File: config.mk
export PLATFORM = sky130hd
export DESIGN_NAME = hazard_ctrl
export DESIGN_NICKNAME = d
export VERILOG_FILES = /design/src/rtl/hazard_ctrl_pkg.sv /design/src/rtl/hazard_perf_cnt.sv /design/src/rtl/hazard_ctrl.sv
export SDC_FILE = /design/constraint.sdc
export NUM_CORES = 1
export LEC_CHECK = 0
export BUFFER_PORTS_ARGS = -buffer_cell sky130_fd_sc_hd__buf_2
export CELL_PAD_IN_SITES_DETAIL_PLACEMENT = 1
export CELL_PAD_IN_SITES_GLOBAL_PLACEMENT = 1
export CORE_AREA = 2 2 127 129
export DETAILED_ROUTE_END_ITERATION = 12
export DIE_AREA = 0 0 129 131
export PLACE_DENSITY_LB_ADDON = 0.15
export REMOVE_ABC_BUFFERS = 1
export SYNTH_ARGS = -nofsm -noshare
export SYNTH_HDL_FRONTEND = slang
export SYNTH_SLANG_ARGS = --single-unit
File: constraint.sdc
create_clock -name clk -period 2.7 [get_ports clk]
set_clock_uncertainty 0.1 [all_clocks]
set_input_delay 0.27 -clock clk [delete_from_list [all_inputs] [get_ports clk]]
set_output_delay 0.27 -clock clk [all_outputs]
set_load 0.05 [all_outputs]
File: src/rtl/hazard_ctrl_pkg.sv
// Shared definitions for the hazard controller: pipeline register indices,
// stall/flush patterns, FSM state and the per-cycle hazard selection.
package hazard_ctrl_pkg;

    // Bit index of each pipeline register in stall/flush vectors (STG_WB is MEM/WB).
    localparam int STG_PC  = 0;
    localparam int STG_IF  = 1;
    localparam int STG_ID  = 2;
    localparam int STG_EX  = 3;
    localparam int STG_WB  = 4;
    localparam int NUM_STG = STG_WB + 1;

    typedef logic [NUM_STG-1:0] stage_vec_t;

    localparam stage_vec_t STALL_MEM = stage_vec_t'((1 << STG_PC) | (1 << STG_IF) | (1 << STG_ID) | (1 << STG_EX));
    localparam stage_vec_t FLUSH_MEM = stage_vec_t'(1 << STG_WB);
    localparam stage_vec_t STALL_EX  = stage_vec_t'((1 << STG_PC) | (1 << STG_IF) | (1 << STG_ID));
    localparam stage_vec_t FLUSH_EX  = stage_vec_t'(1 << STG_EX);
    localparam stage_vec_t FLUSH_BR  = stage_vec_t'((1 << STG_IF) | (1 << STG_ID));
    localparam stage_vec_t STALL_LU  = stage_vec_t'((1 << STG_PC) | (1 << STG_IF));
    localparam stage_vec_t FLUSH_LU  = stage_vec_t'(1 << STG_ID);
    localparam stage_vec_t FLUSH_ALL = '1;

    typedef enum logic {
        ST_RUN,
        ST_EX_WAIT
    } hz_state_t;

    // Which hazard wins this cycle, in priority order.
    typedef enum logic [2:0] {
        HZ_RESET,
        HZ_MEM,
        HZ_EX_HOLD,
        HZ_EX_DONE,
        HZ_BRANCH,
        HZ_LOAD_USE,
        HZ_NONE
    } hz_sel_t;

endpackage

File: src/rtl/hazard_perf_cnt.sv
// Bank of three wrap-around event counters for hazard statistics.
module hazard_perf_cnt #(
    parameter int CNT_W = 32
) (
    input  logic             clk,
    input  logic             rst,
    input  logic             stall_en,
    input  logic             redirect_en,
    input  logic             load_use_en,
    output logic [CNT_W-1:0] stall_cycles,
    output logic [CNT_W-1:0] redirect_cnt,
    output logic [CNT_W-1:0] load_use_cnt
);

    // NOTE: sequential state uses non-blocking assignments so every register
    // samples pre-edge values regardless of statement order.
    always_ff @(posedge clk) begin
        if (rst) begin
            stall_cycles <= '0;
            redirect_cnt <= '0;
            load_use_cnt <= '0;
        end else begin
            if (stall_en)    stall_cycles <= stall_cycles + CNT_W'(1);
            if (redirect_en) redirect_cnt <= redirect_cnt + CNT_W'(1);
            if (load_use_en) load_use_cnt <= load_use_cnt + CNT_W'(1);
        end
    end

endmodule

File: src/rtl/hazard_ctrl.sv
// Pipeline hazard controller: load-use, multi-cycle EX, memory wait and
// branch redirect handling with a multi-cycle watchdog and perf counters.
module hazard_ctrl
    import hazard_ctrl_pkg::*;
#(
    parameter int MAX_EX_CYCLES = 64
) (
    input  logic        clk,
    input  logic        rst,
    input  logic        rs1_re_id_i,
    input  logic        rs2_re_id_i,
    input  logic [4:0]  rs1_addr_id_i,
    input  logic [4:0]  rs2_addr_id_i,
    input  logic        ex_is_load_i,
    input  logic        rd_we_ex_i,
    input  logic [4:0]  rd_addr_ex_i,
    input  logic        ex_start_i,
    input  logic        ex_done_i,
    input  logic        branch_taken_ex_i,
    input  logic [31:0] branch_target_ex_i,
    input  logic        mem_stall_i,
    output logic [4:0]  stall_o,
    output logic [4:0]  flush_o,
    output logic        redirect_o,
    output logic [31:0] redirect_pc_o,
    output logic        ex_timeout_o,
    output logic [31:0] stall_cycles_o,
    output logic [31:0] redirect_cnt_o,
    output logic [31:0] load_use_cnt_o
);

    localparam int WAIT_W = $clog2(MAX_EX_CYCLES + 1);
    localparam logic [WAIT_W-1:0] WAIT_MAX  = WAIT_W'(MAX_EX_CYCLES);
    localparam logic [WAIT_W-1:0] WAIT_LAST = WAIT_W'(MAX_EX_CYCLES - 1);

    hz_state_t         state_q, state_d;
    hz_sel_t           hz_sel;
    logic              load_use, ex_hold, wait_tick;
    logic [WAIT_W-1:0] wait_cnt_q;

    assign load_use = ex_is_load_i & rd_we_ex_i & (rd_addr_ex_i != 5'd0) &
                      ((rs1_re_id_i & (rs1_addr_id_i == rd_addr_ex_i)) |
                       (rs2_re_id_i & (rs2_addr_id_i == rd_addr_ex_i)));

    assign ex_hold = ((state_q == ST_EX_WAIT) | ((state_q == ST_RUN) & ex_start_i)) & ~ex_done_i;

    always_comb begin
        if (rst)                                         hz_sel = HZ_RESET;
        else if (mem_stall_i)                            hz_sel = HZ_MEM;
        else if (ex_hold)                                hz_sel = HZ_EX_HOLD;
        else if (state_q == ST_EX_WAIT)                  hz_sel = HZ_EX_DONE;
        else if (branch_taken_ex_i)                      hz_sel = HZ_BRANCH;
        else if (load_use)                               hz_sel = HZ_LOAD_USE;
        else                                             hz_sel = HZ_NONE;
    end

    always_ff @(posedge clk) begin
        if (rst) state_q <= ST_RUN;
        else     state_q <= state_d;
    end

    always_comb begin
        state_d = state_q;
        case (hz_sel)
            HZ_EX_HOLD: if (state_q == ST_RUN) state_d = ST_EX_WAIT;
            HZ_EX_DONE: state_d = ST_RUN;
            default:    state_d = state_q;
        endcase
    end

    // NOTE: every output gets a default before the case so no path leaves
    // a value unassigned, which would infer a latch.
    always_comb begin
        stall_o       = '0;
        flush_o       = '0;
        redirect_o    = 1'b0;
        redirect_pc_o = '0;
        case (hz_sel)
            HZ_RESET:    flush_o = FLUSH_ALL;
            HZ_MEM:      begin stall_o = STALL_MEM; flush_o = FLUSH_MEM; end
            HZ_EX_HOLD:  begin stall_o = STALL_EX;  flush_o = FLUSH_EX;  end
            HZ_BRANCH:   begin
                flush_o       = FLUSH_BR;
                redirect_o    = 1'b1;
                redirect_pc_o = branch_target_ex_i;
            end
            HZ_LOAD_USE: begin stall_o = STALL_LU;  flush_o = FLUSH_LU;  end
            default:     ;
        endcase
    end

    // Watchdog is diagnostic only: the counter saturates and the flag is sticky.
    assign wait_tick = (state_q == ST_EX_WAIT) & ~mem_stall_i;

    always_ff @(posedge clk) begin
        if (rst) begin
            wait_cnt_q   <= '0;
            ex_timeout_o <= 1'b0;
        end else begin
            if (state_q == ST_RUN && state_d == ST_EX_WAIT)
                wait_cnt_q <= '0;
            else if (wait_tick && wait_cnt_q != WAIT_MAX)
                wait_cnt_q <= wait_cnt_q + WAIT_W'(1);
            if (wait_tick && wait_cnt_q == WAIT_LAST)
                ex_timeout_o <= 1'b1;
        end
    end

    hazard_perf_cnt #(.CNT_W(32)) u_perf (
        .clk          (clk),
        .rst          (rst),
        .stall_en     (stall_o[STG_PC]),
        .redirect_en  (redirect_o),
        .load_use_en  (hz_sel == HZ_LOAD_USE),
        .stall_cycles (stall_cycles_o),
        .redirect_cnt (redirect_cnt_o),
        .load_use_cnt (load_use_cnt_o)
    );

endmodule

* Word level (Yosys, flattened, before mapping)
Cells that the tools add are included.
Widths: inputs -> output; s select.
** Cells by class
- Bitwise operators :: 13
- Equal/unequal tests :: 9
- Add/sub/neg operators :: 4
- Reduce and logical (&&, ||, !) cells :: 6
- Mux-type cells :: 11
** Operators with widths (number)
- $add 32x1->32 const B :: 3
- $mux 32 :: 1
- $pmux 5 s5 :: 1
- $mux 3 :: 4
- $pmux 4 s3 :: 1
- $eq 5x5->1 :: 2
- $and 1x1->1 :: 8
- $add 7x1->7 const B :: 1
- $eq 7x6->1 const B :: 1
- $ne 7x7->1 const B :: 1
- $eq 3x2->1 const B :: 2
- $eq 3x3->1 const B :: 2
- $reduce_bool 5->1 :: 1
- $mux 2 :: 2
- $eq 3x1->1 const B :: 1
- $logic_and 1x1->1 :: 3
- $logic_not 3->1 :: 1
- $not 1->1 :: 3
- $or 1x1->1 :: 2
- $pmux 1 s2 :: 1
- $reduce_or 2->1 :: 1
- $mux 1 :: 1
** Word-level totals
- Bits of input ports :: 57
- Bits in registers :: 105
- Output and inout bits :: 140
- Logic and storage cells :: 49

* Longest topological paths before layout
- Depth after elaboration :: 14
- Gate-level depth with buffers :: 9
- Gate-level depth less buffers :: 7

* Modules after synthesis
A second synthesis with hierarchy kept.
** Unflattened totals
- Cell total of the unflattened synthesis :: 704
- Area total of the unflattened synthesis :: 5869.4 um^2
** Modules (own cells, without submodules)
- hazard_perf_cnt :: area each 4513.1 um^2, instances 1, cells each 531, seq. area each 1921.8 um^2
- hazard_ctrl :: area each 1356.3 um^2, instances 1, cells each 173, seq. area each 180.2 um^2

* Worst setup path before layout
Ideal clock, no wire load.
- Kind :: reg-to-output
- Start point :: register with a tool-made name
- End point :: output port flush_o[2]
- Data required time :: 2.330 ns
- Buffers on the path :: 1
- Arrival time :: 2.879 ns
- Setup slack :: -0.549 ns
- Cell stages (with the launch flop) :: 4
- Path through :: dfxtp_1 clkbuf_1 o41ai_1 nand2b_1
** RTL lines
- to (decl) :: RTL line hazard_ctrl.sv:23 : output logic [4:0] flush_o,

==> parameters.txt <==
Parameter                              Value

Cells and area
  Final design utilization    44.56%
  Share of layout cells above drive strength 1    28.17%
  Number of nets in the final layout    902
  Most common cell after layout, fill and taps aside    sky130_fd_sc_hd__buf_2
  Finished layout cell area    6950 um^2
  Sequential cell area    2102 um^2
  Filler cell count    1957
  Area added between synthesis and finish    27.61%
  Top library cells by usage in the layout, fill and taps aside    sky130_fd_sc_hd__buf_2, sky130_fd_sc_hd__dfxtp_1, sky130_fd_sc_hd__nor2_1
  Final Non-Filler Cells    1061
  Area of the multi-input gates    3098 um^2
  # diodes    0

Clock tree
  Setup Buffers After CTS    0
  Register clock-pin slew on the reported worst setup and hold paths    70 ps
  Num CTS Buffers    9
  Master cell of the clock root buffer    sky130_fd_sc_hd__clkbuf_16
  Post-CTS Resized    0
  Number of sinks driven by the clock tree    105
  CTS Buffer Depth    2
  Number of buffers inserted by hold repair at cts    0
  Clock latency on the worst-skew pair    350 ps
  Level count of the clock H-tree    3
  Clock tree from TritonCTS    built

Synth
  Number of register bits inferred by synthesis    105
  Proportion of register bits with asynchronous set or reset after synthesis    0%
  Yosys top cell area share    38.59%
  Flip-flop cell with the highest count after synthesis    sky130_fd_sc_hd__dfxtp_1
  Cell type contributing the most total cell area after synthesis    sky130_fd_sc_hd__dfxtp_1
  Number of enable flip-flop cells after synthesis    0
  Largest cells by area after synthesis    sky130_fd_sc_hd__dfxtp_1, sky130_fd_sc_hd__a21oi_1, sky130_fd_sc_hd__xor2_1
  Part of the Yosys area used for sequential elements    38.59%
  Average cell area after synthesis    8.290 um^2
  Cells after Synth    657
  Synth Warn #    0
  Number of library cell types mapped by synthesis    54
  Area of the mapped netlist    5446 um^2

STA
  Slew at the pin closest to its max-slew limit    737.1 ps
  Setup-failing EPs final    0
  WHS    62.51 ps
  Max Fclk    396.0 MHz
  Final critical path time including I/O delays and setup    2525 ps
  Number of pins exceeding their max-slew limit in the final report    0
  Number of endpoints with negative hold slack in the final report    0
  Setup repair after global routing missed its margin    no
  Share of the cycle needed by the critical path after routing    93.52%
  Tightest slew margin relative to the limit    50.86%
  Total Neg Setup Slack    0 ps

Routing
  DRT iter0 DRCs    240
  Post-detailed-route wirelength per cell    16.25 um
  Routed vias/inst    5.268
  Number of optimization iterations in the first detailed-route pass    4
  DRT antenna net count    0
  Via Count    5589
  Final routed wirelength across all metal layers    17.24 mm
  Count of unresolved DRC violations after routing    0

Worst setup path
  Worst path required time    2330 ps
  Top delay family on crit path    buffers and inverters
  Worst path bufs/invs    2
  Top fanout value on the critical path    12
  Number of cells on the critical path    5
  End of the critical path    stall_o[0]
  Length in cells of the worst reg-to-reg path    7
  WP data arrival    2160 ps
  Category of the critical setup timing path    flip-flop to output port
  Critical Path Start Type    flip-flop
  Endpoint of the most critical register-to-register path    u_perf.stall_cycles[19]
  Longest individual stage delay on the worst path    460 ps
  Critical path cell sequence    or3_4 > a21oi_4 > a21oi_2 > inv_1 > buf_2
  Worst setup slack for register-to-register paths    300 ps
  Type of element capturing the critical path    output port
  Crit-path slowest cell    sky130_fd_sc_hd__or3_4

Die
  Row count    46
  Placeable core region    15600 um^2
  Initial cell density of the core    34.92%
  Die extent in y    131 um
  Die W    129 um
  Die ar.    16900 um^2
  Num ports    197

Power and ir drop
  Peak ir drop on the vdd network    285.3 uV
  Pwr/cell area    459.3 nW/um^2
  Static leakage    2.887 nW

Global route
  Overflow after GRT    0
  Initial antenna violation count    0
  First-pass GRT wire length    27.63 mm
  Total GRT Usage    20.25%
  Maximum number of pins on one net before global-route repair    67
  Vias in the first global route    5507

Placed design
  Detailed-placement wirelength estimate    13.06 mm
  Input/output buffers    195
  Final RePlAce weighted congestion    0.7860
  Cell Area, Placed    6646 um^2
  Number of cells after detailed placement    1045

Run status
  Run status    complete, no violations

Min path
  Worst Hold Launch    ex_done_i
  Hold/Removal Path Class    input pin to flip-flop
  Number of cells on the worst hold path    2

Flow run
  Count of max-cap constraint violations    0
## kinds of logic (layout without fill, tap and decap cells)
kind of cell / Yosys count / after routing / synth area share [%]
adder cells (fa/ha/maj): 5 / 5 / 1.149
flip-flops: 105 / 105 / 38.59
multiplexers: 4 / 4 / 0.7352
other: 1 / 1 / 0.06885
AND/OR/NAND/NOR: 306 / 306 / 31.96
AO/OA/AOI/OAI: 124 / 124 / 14.40
buffers and inverters: 60 / 248 / 4.732
XOR/XNOR: 52 / 52 / 8.362
## worst register-to-register path, stage by stage, from the launching register on
cell and delay, ps:
sky130_fd_sc_hd__dfxtp_1 570, sky130_fd_sc_hd__o21bai_1 130, sky130_fd_sc_hd__a21oi_1 390, sky130_fd_sc_hd__and2_1 210, sky130_fd_sc_hd__a31oi_2 40, sky130_fd_sc_hd__buf_4 250
sky130_fd_sc_hd__or4_1 490, sky130_fd_sc_hd__a21oi_1 150
## cell usage after synthesis, drive strengths merged (2+ instances only)
cell,instances
o311ai,2
nor2,62
inv,23
o21ai,23
clkbuf,25
nand3,42
xnor2,23
o211ai,3
nand4,25
or3,22
and3,13
nor3,4
or4,29
a311oi,2
or4b,2
buf,12
and2,38
mux2i,4
dfxtp,105
xor2,29
nor4b,4
nand2,42
nor4,6
ha,5
or2,2
a21oi,54
and4,12
o41ai,3
o31ai,28
## final cells by class
| type | instances | area share, % |
|---|---|---|
| Inverter | 23 | 1.242 |
| Multi-Input combinational cell | 492 | 44.57 |
| Sequential cell | 105 | 30.24 |
| Timing Repair Buffer | 209 | 15.77 |
| Clock inverter | 5 | 0.9361 |
| Clock buffer | 11 | 3.348 |
| Tap cell | 216 | 3.888 |
## per-layer routing
| metal | wire (um) | global-route usage, % | up-vias |
|---|---|---|---|
| li1 | - | - | 2730 |
| met3 | 625 | 3.176 | 15 |
| met1 | 7843 | 25.51 | 2734 |
| met4 | 227 | 5.946 | 0 |
| met5 | 0 | 0 | - |
| met2 | 8543 | 35.85 | 110 |
## how the worst min path moves through the flow
stage	slack, ps	to
2_1_floorplan	240	u_perf.load_use_cnt[10]
3_3_place_gp	360	ex_timeout_o
3_5_place_dp	370	ex_timeout_o
4_1_cts	50	flip-flop
5_1_grt	70	flip-flop
6_report	60	flip-flop
## state kept, by name, summed over array words and instances, names as in the netlist, named ones only
name / count
u_perf.stall_cycles: 32
u_perf.load_use_cnt: 32
wait_cnt_q: 7
ex_timeout_o: 1
u_perf.redirect_cnt: 32
## per-stage QoR
step	power, mW	worst slack (ps)
4_1_cts	3.241	175.4
3_5_place_dp	1.882	139.4
3_3_place_gp	1.875	211.2
6_report	3.193	175.0
5_1_grt	3.323	87.84
2_1_floorplan	1.753	-1466
## report_power, final
| group | internal (mW) | switching (mW) |
|---|---|---|
| Sequential | 1.55 | 0.00788 |
| Clock | 0.729 | 0.618 |
| Combinational | 0.0876 | 0.197 |
Power figures use the tool's default switching activity.
